## src/rtl/muldiv_unit.sv

```systemverilog
// Sequential signed 32x32 multiply/divide: radix-2 Booth multiply, restoring divide on
// magnitudes with a final sign fix. One bit per cycle, 64-bit result held on zhi_out/zlo_out.
module muldiv_unit (
  input  logic        clock,
  input  logic        clear,
  input  logic        start,
  input  logic        op,
  input  logic [31:0] y_in,
  input  logic [31:0] bus_in,
  output logic [31:0] zhi_out,
  output logic [31:0] zlo_out,
  output logic        busy,
  output logic        done,
  output logic        div_by_zero
);

  typedef enum logic [1:0] {IDLE, MUL, DIV, FIN} state_t;

  state_t      state, state_nxt;
  logic        op_r, a_neg, b_neg, dz, qm1;
  logic [32:0] acc;   // MUL: A with a guard bit; DIV: remainder R
  logic [31:0] q, m, d;
  logic [5:0]  cnt;

  logic [32:0] m_ext, booth_sum, r_sh;
  logic [33:0] trial;
  logic [31:0] quot, rem;

  // The guard bit keeps A exact when M is the most negative value.
  always_comb begin
    m_ext     = {m[31], m};
    booth_sum = acc;
    case ({q[0], qm1})
      2'b01:   booth_sum = acc + m_ext;
      2'b10:   booth_sum = acc - m_ext;
      default: booth_sum = acc;
    endcase
  end

  always_comb begin
    r_sh  = {acc[31:0], q[31]};
    trial = {1'b0, r_sh} - {2'b00, d};
    quot  = (a_neg ^ b_neg) ? (32'd0 - q) : q;
    rem   = a_neg ? (32'd0 - acc[31:0]) : acc[31:0];
  end

  always_comb begin
    state_nxt = state;
    case (state)
      IDLE:    if (start) state_nxt = op ? ((bus_in == 32'd0) ? FIN : DIV) : MUL;
      MUL,
      DIV:     if (cnt == 6'd31) state_nxt = FIN;
      FIN:     state_nxt = IDLE;
      default: state_nxt = IDLE;
    endcase
  end

  always_ff @(posedge clock or posedge clear) begin
    if (clear) state <= IDLE;
    else       state <= state_nxt;
  end

  always_ff @(posedge clock or posedge clear) begin
    if (clear) begin
      op_r        <= 1'b0;
      a_neg       <= 1'b0;
      b_neg       <= 1'b0;
      dz          <= 1'b0;
      qm1         <= 1'b0;
      acc         <= '0;
      q           <= '0;
      m           <= '0;
      d           <= '0;
      cnt         <= '0;
      zhi_out     <= '0;
      zlo_out     <= '0;
      done        <= 1'b0;
      div_by_zero <= 1'b0;
    end else begin
      done <= 1'b0;
      case (state)
        IDLE: if (start) begin
          op_r        <= op;
          cnt         <= '0;
          div_by_zero <= 1'b0;
          dz          <= op && (bus_in == 32'd0);
          m           <= y_in;
          acc         <= '0;
          qm1         <= 1'b0;
          a_neg       <= y_in[31];
          b_neg       <= bus_in[31];
          if (op) begin
            q <= y_in[31]   ? (32'd0 - y_in)   : y_in;
            d <= bus_in[31] ? (32'd0 - bus_in) : bus_in;
          end else begin
            q <= bus_in;
          end
        end
        MUL: begin
          acc <= {booth_sum[32], booth_sum[32:1]};
          q   <= {booth_sum[0], q[31:1]};
          qm1 <= q[0];
          cnt <= cnt + 6'd1;
        end
        DIV: begin
          if (!trial[33]) begin
            acc <= trial[32:0];
            q   <= {q[30:0], 1'b1};
          end else begin
            acc <= r_sh;
            q   <= {q[30:0], 1'b0};
          end
          cnt <= cnt + 6'd1;
        end
        FIN: begin
          done <= 1'b1;
          if (!op_r) begin
            zhi_out <= acc[31:0];
            zlo_out <= q;
          end else if (dz) begin
            zhi_out     <= m;
            zlo_out     <= 32'hFFFF_FFFF;
            div_by_zero <= 1'b1;
          end else begin
            zhi_out <= rem;
            zlo_out <= quot;
          end
        end
        default: ;
      endcase
    end
  end

  // Stays high through the done cycle so a caller sees one continuous busy window.
  assign busy = (state != IDLE) || done;

endmodule
```

## config.mk

```make
export PLATFORM = sky130hd
export DESIGN_NAME = muldiv_unit
export DESIGN_NICKNAME = d
export VERILOG_FILES = /design/src/rtl/muldiv_unit.sv
export SDC_FILE = /design/constraint.sdc
export NUM_CORES = 1
export LEC_CHECK = 0
export ABC_CLOCK_PERIOD_IN_PS = 9250
export CAP_MARGIN = 40
export CORE_MARGIN = 5
export CORE_UTILIZATION = 25
export CTS_BUF_LIST = sky130_fd_sc_hd__clkbuf_4
export DETAILED_ROUTE_END_ITERATION = 8
export GPL_TIMING_DRIVEN = 0
export PLACE_DENSITY_LB_ADDON = 0.05
export SYNTH_ARGS = -nofsm -noshare
export SYNTH_HDL_FRONTEND = slang
export SYNTH_SLANG_ARGS = --single-unit
```

## constraint.sdc

```tcl
create_clock -name clock -period 9.25 [get_ports clock]
set_input_delay 1.85 -clock clock [delete_from_list [all_inputs] [get_ports clock]]
set_output_delay 1.85 -clock clock [all_outputs]
set_load 0.02 [all_outputs]
```

==> metrics.txt, run 1 <==
CP max stage cell or4_1; Antenna Nets Post-Route 0; CTS tree yes; Worst Setup Start Kind register; WP depth 17; CTS Sinks 207; Slew Viols, Final 0; reg2reg path depth 17; vias in the first global route 16800; Port Buf Inserts 133; ys async rst share 1.00; first-pass GRT wire length 113 mm; register area 5180 µm²; CP max FO 7; Hold Vio Cnt, Final 0; period utilization 0.596; CP arrival 6120 ps; WL/cell 24.1 µm; H-tree depth 3; Clock Pin Slew Worst Setup and Hold Paths 70 ps; unrepaired setup endpoints after global routing false; CTS hold repair buffers 0; Synth Instances 2080; multi-input logic area 10700 µm²; hold depth 2; share of the synthesized area in the top cell type 0.311; worst-skew pair later-pin latency 810 ps; vias per inst 5.29; most common cell in the netlist o21ai_0; Placer Congestion 0.923; # rows 94; max layer used met4; register bit total from synthesis 207; routed wl met3 2.96 mm; Mapped Area 16700 µm²; Area Overhead vs Synth 19.7%; worst-path cell chain or4_1 -> nor4_1 -> nor2b_1 -> nand2_1 -> nor2_1 -> a21oi_1 -> xnor2_1 -> ha_1 -> a211oi_1 -> o21ai_0 -> a221oi_1 -> o211a_1 -> a21oi_1 -> o211ai_1 -> nor3b_1 -> mux2i_1 -> nand4b_1; Die Height 268 µm; remaining routing DRC violations 0; HP Class register to register; Achievable Freq 181 MHz; Yosys top cell by area dfrtp_1; Met1 Routed Length 34.6 mm; Crit path max-delay family simple AND/OR/NAND/NOR gates; layout cells sized above 1 0.0737; Inserted Clock Buffers 69; sequential area share after synthesis 0.311; Yosys warning count 0; required time of the critical path 9860 ps; Vias 16900; Nets 2433; Total Routing Usage GR 0.209; clk buf depth 3; Initial Utilization 0.253; Setup CP Type register to register; Total Power 8.26 mW; Primary FF master, synth dfrtp_1; PD cells 414 nW/µm²; setup violators final 0; overflow left after global routing 0; Final HPWL DP 62.0 mm; Post-Route WL 76.9 mm; slew at the pin with the worst max-slew slack 847 ps; Post-CTS Resized 0; largest net degree at the start of global routing 96; core footprint 66000 µm²; max_slew headroom 0.436; number of max-cap violations 0; Layout Skew 94.2 ps; Yosys cell types 78; Fillers 7161; fin crit period 5510 ps; Mean Syn Cell Area 8.01 µm²; Die W 268 µm; number of synthesized flops with an enable pin 0; Clk Tree Root Cell clkbuf_4; DRT Pass-1 Iters 6; most instantiated cells after synthesis 219 x o21ai_0, 211 x nand2_1, 207 x dfrtp_1; die area 71900 µm²; most frequent CP cell a21oi_1; Net Count, Synth 2225; Peak VDD IR 0.147 mV; endpoint type of the worst setup path register; WL met2 37.2 mm; largest cells by area after synthesis dfrtp_1 31%, o21ai_0 6.6%, a21oi_1 6.2%, ha_1 5.6%, xor2_1 4.9%; setup TNS 0 ps; final design utilization 0.302; Max stage delay on crit path 610 ps; static leakage 8.23 nW; IO Pins 135; CP bufs+invs 0; status finished, final reports clean; initial DRC count 1364; initial antenna violation count 2; Post-CTS Setup Bufs 0
==> layer usage <==
metal / track usage / vias up
li1: - / 7995
met1: 0.279 / 8341
met2: 0.356 / 422
met3: 0.0289 / 104
met4: 0.0536 / 0
met5: 0 / -
==> cells by family after synthesis <==
| group | Yosys count | share of synthesized area |
|---|---|---|
| muxes | 70 | 0.0450 |
| and+or+nand+nor | 608 | 0.176 |
| AOI/OAI and AO/OA | 724 | 0.269 |
| adders and majority gates | 77 | 0.0587 |
| DFF | 207 | 0.311 |
| xor gates and xnor gates | 173 | 0.0909 |
| buffers and inverters | 221 | 0.0502 |
==> cell type report <==
class | instances | area share
Clock buffer | 92 | 0.0346
Antenna cell | 1 | 0.000125
Multi-Input combinational cell | 1652 | 0.534
Sequential cell | 207 | 0.260
Inverter | 90 | 0.0173
Tap cell | 864 | 0.0542
Clock inverter | 12 | 0.00408
Buffer | 131 | 0.0250
Timing Repair Buffer | 137 | 0.0708
==> through the flow <==
| step | area (µm²) | hold WS, ps | instances | setup WS [ps] |
|---|---|---|---|---|
| 2_1_floorplan | 16700 | 449 | 2080 | 1750 |
| 3_3_place_gp | 19100 | 464 | 3077 | -2090 |
| 3_5_place_dp | 19200 | 471 | 3081 | 3700 |
| 4_1_cts | 19900 | 484 | 3185 | 3740 |
| 5_1_grt | 19900 | 495 | 3186 | 3260 |
| 6_report | 19900 | 475 | 3186 | 3740 |
==> report_power, final <==
part / switching [mW] / internal [mW] / leakage [nW]
sequential: 0.548 / 1.31 / 2.58
clock: 0.456 / 0.480 / 0.456
combinational: 3.42 / 2.06 / 5.19
total: 4.42 / 3.84 / 8.23
==> worst register-to-register path, stage by stage, from the launching register on <==
cell and delay (ps):
dfrtp_1 490, or4_1 610, nor4_1 300, nor2b_1 260, nand2_1 90, nor2_1 450
a21oi_1 160, xnor2_1 160, ha_1 380, a211oi_1 220, o21ai_0 130, a221oi_1 500
o211a_1 270, a21oi_1 110, o211ai_1 210, nor3b_1 550, mux2i_1 330, nand4b_1 130
==> cell usage in the layout (no fill, tap or decap), types with 30 or more instances in the layout <==
cell type        instances
a21o_1                  33
a21oi_1                206
a22oi_1                 44
clkbuf_1               113
clkbuf_4                92
clkdlybuf4s50_1        133
dfrtp_1                207
ha_1                    75
inv_1                   89
mux2_2                  40
mux2i_1                 30
nand2_1                211
nand3_1                 38
nor2_1                 158
nor3_1                  43
o21ai_0                219
o31ai_1                 40
xnor2_1                 79
xor2_1                  94
==> worst paths after layout <==
path	startpoint	endpoint	slack (ps)
max	m[3]	acc[32]	3740
min	d[23]	d[23]	480
max reg2reg	m[3]	acc[32]	3740
min reg2reg	d[23]	d[23]	480
max in group asynchronous	clear	zhi_out[26]	6820
min in group asynchronous	clear	d[14]	1480
==> registers in the layout, indices dropped and copies added (netlist names) <==
register	cells
a_neg	1
acc	33
b_neg	1
cnt	6
d	32
div_by_zero	1
done	1
dz	1
m	31
op_r	1
q	32
qm1	1
state	2
zhi_out	32
zlo_out	32
Note: power is estimated with default switching activity, not from simulation.
==> run 2: changes to the inputs <==
--- a/config.mk
+++ b/config.mk
@@ -5,7 +5,7 @@
 export SDC_FILE = /design/constraint.sdc
 export NUM_CORES = 1
 export LEC_CHECK = 0
-export ABC_CLOCK_PERIOD_IN_PS = 9250
+export ABC_CLOCK_PERIOD_IN_PS = 5100
 export CAP_MARGIN = 40
 export CORE_MARGIN = 5
 export CORE_UTILIZATION = 25
==> constraint.sdc (replaced) <==
create_clock -name clock -period 5.1 [get_ports clock]
set_input_delay 1.02 -clock clock [delete_from_list [all_inputs] [get_ports clock]]
set_output_delay 1.02 -clock clock [all_outputs]
set_load 0.02 [all_outputs]
==> run 2 against run 1 <==
Effect of this change: hold slack improved by 1.8 ps; worst setup slack got worse by 3400 ps; global-route usage increased by 0.25 points; largest power group unchanged; final cell count increased by 0.50%; maximum frequency increased by 16%; critical path depth unchanged; non-clock buffer count increased by 4; critical endpoint unchanged; core utilization increased by 0.35 points.
==> metrics.txt, run 2 (synthesis gave the netlist of run 1 again) <==
CTS Sinks 207; hold endpoint d[6]; Inserted Clock Buffers 69; PD cells 753 nW/µm²; CTS tree yes; Layout Skew 60.5 ps; endpoint type of the worst setup path register; WL/cell 24.2 µm; number of max-cap violations 0; Peak VDD IR 0.215 mV; reg2reg path depth 17; CP arrival 5330 ps; Setup CP Type register to register; M1 GR Usage 0.281; Fillers 7151; register area 5180 µm²; initial antenna violation count 5; first-pass GRT wire length 114 mm; vias per inst 5.29; Clk Tree Root Cell clkbuf_4; H-tree depth 3; grt met2 use 0.361; setup violators final 0; CTS hold repair buffers 0; Die W 268 µm; vias in the first global route 16900; Slew Viols, Final 0; Post-Route WL 77.6 mm; Port Buf Inserts 133; core footprint 66000 µm²; Final HPWL DP 62.8 mm; # rows 94; sequential share of power 0.223; die area 71900 µm²; max reg flops 33; initial DRC count 1198; Psw 8.12 mW; Largest Register acc; Initial Utilization 0.253; hold depth 2; HP Class register to register; commonest cells after routing, fill and taps aside 216 x o21ai_0, 211 x nand2_1, 207 x dfrtp_1; period utilization 0.928; Vias 17000; slew at the pin with the worst max-slew slack 873 ps; Hold Vio Cnt, Final 0; Total Power 15.2 mW; overflow left after global routing 0; Antenna Nets Post-Route 0; met3 GRT Util 0.0302; grt peak-use layer met2; clk buf depth 3; Area Overhead vs Synth 21.1%; largest net degree at the start of global routing 37; flop2flop setup slack 370 ps; clock network power share 0.118; remaining routing DRC violations 0; Clock Pin Slew Worst Setup and Hold Paths 60 ps; layout cells sized above 1 0.0839; Nets 2437; CP max FO 7; Achievable Freq 211 MHz; multi-input logic area 10700 µm²; Int Pwr 7.07 mW; Placer Congestion 0.913; Total Routing Usage GR 0.211; static leakage 8.33 nW; Die Height 268 µm; switching share of total power 0.535; setup TNS 0 ps; IO Pins 135; CP max stage cell or4_4; Max stage delay on crit path 610 ps; commonest non-fill, non-tap cell in the layout o21ai_0; unrepaired setup endpoints after global routing false; fin crit period 4730 ps; RR Endpoint acc[32]; DRT Pass-1 Iters 5; beginning of the worst hold path d[6]; worst-path cell chain or4_4 -> nor4_4 -> nor2b_2 -> nand2_1 -> nor2_4 -> a21oi_1 -> xnor2_1 -> ha_1 -> a211oi_1 -> o21ai_0 -> a221oi_2 -> o211a_1 -> a21oi_2 -> o211ai_1 -> nor3b_4 -> mux2i_1 -> nand4b_1; max_slew headroom 0.418; Worst Setup Start Kind register; Critical R2R Launch m[3]; required time of the critical path 5700 ps; status finished, final reports clean; part of the power in combinational logic 0.659; worst-skew pair later-pin latency 780 ps
[run 2: cell types whose count changed in the layout (fill, tap and decap cells not counted), moves of 2 or more]
cell / previous run / this run
buf_12: 0 / 6
diode_2: 1 / 3
o21ai_0: 219 / 216
o21ai_1: 0 / 3
nor4_4: 2 / 4
clkbuf_1: 113 / 110
clkbuf_4: 92 / 99
[run 2: repair_timing]
action | CTS | global route
endpoints found under the setup margin | 7 | 8
buffers inserted | 0 | 1
resized for setup | 8 | 10
pin swaps | 2 | 1
endpoints found under the hold margin | 0 | 0
[run 2: final cells by class]
| class | count | share of cell area |
|---|---|---|
| multi-input cells | 1652 | 0.532 |
| flip-flops and latches | 207 | 0.257 |
| repair buffers | 143 | 0.0748 |
| well taps | 864 | 0.0536 |
| clock buffers | 99 | 0.0368 |
| plain buffers | 129 | 0.0244 |
| inverters | 90 | 0.0169 |
| clock inverters | 15 | 0.00484 |
| diodes | 3 | 0.000372 |
[run 2: routing by layer]
metal / wire length (µm) / up-vias
li1: - / 8009
met1: 34500 / 8380
met2: 38000 / 445
met3: 3100 / 115
met4: 1940 / 2
met5: 20 / -
[run 2: worst max-delay path by stage]
stage | endpoint | cells past startpoint | start
2_1_floorplan | acc[30] | 16 | m[2]
3_3_place_gp | zlo_out[10] | 2 | clear
3_5_place_dp | acc[32] | 17 | m[2]
4_1_cts | acc[32] | 17 | m[3]
5_1_grt | acc[30] | 14 | q[0]
6_report | acc[32] | 17 | m[3]
[run 2: power groups by stage]
stage,combinational (mW),clock (mW),sequential (mW)
after floorplan,6.45,0,3.20
after global placement,9.90,0,3.41
after detailed placement,9.95,0,3.42
after CTS,10.0,1.86,3.39
after global routing,11.0,1.95,3.48
final,10.0,1.78,3.39
[run 2: stage by stage]
stage	std cells	util	setup slack [ps]	hold slack, ps	instance area [µm²]
6_report	3202	0.306	370	477	20200
5_1_grt	3201	0.306	47.9	497	20200
4_1_cts	3200	0.305	66.0	484	20100
3_5_place_dp	3086	0.292	-583	471	19300
3_3_place_gp	3077	0.289	-945	466	19100
2_1_floorplan	2080	-	980	449	16700
[run 2: worst max-delay path, delay by kind of cell, from the launching register on]
kind / cells / cell delay, ps
and+or+nand+nor: 7 / 1800
xor gates and xnor gates: 1 / 160
muxes: 1 / 290
DFF: 1 / 500
AOI/OAI and AO/OA: 7 / 1420
adders and majority gates: 1 / 380
==> run 3: changes to the inputs <==
--- a/config.mk
+++ b/config.mk
@@ -5,14 +5,14 @@
 export SDC_FILE = /design/constraint.sdc
 export NUM_CORES = 1
 export LEC_CHECK = 0
-export ABC_CLOCK_PERIOD_IN_PS = 5100
 export CAP_MARGIN = 40
 export CORE_MARGIN = 5
 export CORE_UTILIZATION = 25
 export CTS_BUF_LIST = sky130_fd_sc_hd__clkbuf_4
 export DETAILED_ROUTE_END_ITERATION = 8
 export GPL_TIMING_DRIVEN = 0
-export PLACE_DENSITY_LB_ADDON = 0.05
+export PLACE_DENSITY = 0.39
+export RECOVER_POWER = 50
 export SYNTH_ARGS = -nofsm -noshare
 export SYNTH_HDL_FRONTEND = slang
 export SYNTH_SLANG_ARGS = --single-unit
==> run 3 against run 2 <==
Effect of this change: the flow now finishes with violations (max-capacitance violations, max-slew violations); sequential power about the same; critical path depth stayed put; clock skew is 17 ps lower; register-to-register slack gained 20 ps; largest power group unchanged; sequential share of layout area rose by 0.24 points; power down 1.3%; count of clock-buffer cells in the layout is 18 lower; hold slack lost 1.9 ps; design area down 0.94%; core utilization decreased by 0.29 points; sequential cell count unchanged.
==> metrics.txt, run 3 (synthesis gave the netlist of run 1 again) <==
placed insts 3086; Total Routing Usage GR 0.207; Crit. Startpoint m[2]; Final HPWL DP 61.4 mm; Largest Register acc; max_slew headroom -0.406; commonest non-fill, non-tap cell in the layout o21ai_0; beginning of the worst hold path zhi_out[26]; initial antenna violation count 3; non-filler cells in the finished layout 3192; Clock Pin Slew Worst Setup and Hold Paths 60 ps; Post-Route WL 75.9 mm; WL/cell 23.8 µm; first-pass GRT wire length 113 mm; Inserted Clock Buffers 67; Clk Tree Root Cell clkbuf_4; Worst Setup Start Kind register; Hold Slack 475 ps; worst-skew pair later-pin latency 810 ps; setup violators final 0; period utilization 0.924; CP max stage cell or4_4; Die Height 268 µm; CTS tree yes; endpoint type of the worst setup path register; Port Buf Inserts 133; number of max-cap violations 3; remaining routing DRC violations 0; die area 71900 µm²; PD cells 750 nW/µm²; commonest cells after routing, fill and taps aside 217 x o21ai_0, 211 x nand2_1, 207 x dfrtp_1; IO Pins 135; Vias 17000; fin crit period 4710 ps; unrepaired setup endpoints after global routing false; CP max FO 7; largest net degree at the start of global routing 38; HP Class register to register; CP arrival 5360 ps; Fillers 7196; # rows 94; max reg flops 33; setup TNS 0 ps; core footprint 66000 µm²; Layout Skew 43.2 ps; initial DRC count 1403; failing checks max-capacitance violations, max-slew violations; slew at the pin with the worst max-slew slack 2110 ps; overflow left after global routing 0; Area Overhead vs Synth 19.9%; Total Power 15.0 mW; final design utilization 0.303; CTS Sinks 207; Critical R2R Launch m[2]; Slew Viols, Final 94; Initial Utilization 0.253; vias per inst 5.32; Nets 2436; vias in the first global route 17100; worst-path cell chain or4_4 -> nor4_2 -> nor2b_2 -> nand2_1 -> nor2_4 -> a21oi_1 -> xnor2_1 -> ha_1 -> a211oi_1 -> o21ai_0 -> a221oi_2 -> o211a_1 -> a21oi_1 -> o211ai_1 -> nor3b_2 -> mux2i_1 -> o211ai_1; Peak VDD IR 0.260 mV; status finished, violations left; H-tree depth 3; required time of the critical path 5750 ps; layout cells sized above 1 0.0766; Achievable Freq 212 MHz; Max stage delay on crit path 620 ps; Die W 268 µm; clk buf depth 3; Hold Vio Cnt, Final 0; DRT Pass-1 Iters 7; CTS hold repair buffers 0; static leakage 8.22 nW; Placer Congestion 0.900; Antenna Nets Post-Route 0; Setup CP Type register to register
## run 3: where the power goes
group | switching [mW] | total [mW] | internal [mW]
Sequential | 1.02 | 3.39 | 2.37
Combinational | 6.26 | 10.0 | 3.75
Clock | 0.799 | 1.59 | 0.789
## run 3: area by class of cell
cell class,count,area (µm²),area share
multi-input combinational,1652,10700,0.536
sequential,207,5180,0.259
timing repair buffer,144,1450,0.0724
tap,864,1080,0.0541
clock buffer,81,608,0.0304
buffer,129,492,0.0246
inverter,90,339,0.0170
clock inverter,20,115,0.00576
antenna,5,12.5,0.000626
## run 3: path summary, 6_finish.rpt
check / cells past startpoint / slack (ps) / end
setup / recovery: 17 / 390 / acc[31]
hold / removal: 1 / 480 / zhi_out[26]
setup reg to reg: 17 / 390 / acc[31]
hold reg to reg: 1 / 480 / zhi_out[26]
max in group asynchronous: 6 / 680 / q[7]
min in group asynchronous: 2 / 700 / d[23]
## run 3: critical path, delay by kind of cell (launching register included)
kind            cells  cell delay, ps
compound gates      8            1500
xor+xnor            1             150
fa+ha+maj           1             380
flops               1             500
mux                 1             290
simple gates        6            1710
## run 3: timing repair
action / in CTS / in global routing
setup endpoints to repair: 6 / 12
cloned: 0 / 0
pin swaps: 0 / 2
buffers inserted: 0 / 2
gates resized for setup: 5 / 11
## run 3: per-stage QoR
| stage | instance area (µm²) | setup WS (ps) |
|---|---|---|
| finish | 20000 | 388 |
| global route | 20000 | 60.6 |
| CTS | 20000 | 6.92 |
| detailed placement | 19200 | -215 |
| global placement | 19100 | -827 |
| floorplan | 16700 | 980 |
## run 3: routing by layer
layer | up-vias | global-route usage | part of all wire
met2 | 507 | 0.362 | 0.50
met5 | - | 0 | 0
met1 | 8373 | 0.265 | 0.43
met3 | 108 | 0.0271 | 0.040
met4 | 0 | 0.0634 | 0.029
li1 | 7989 | - | -
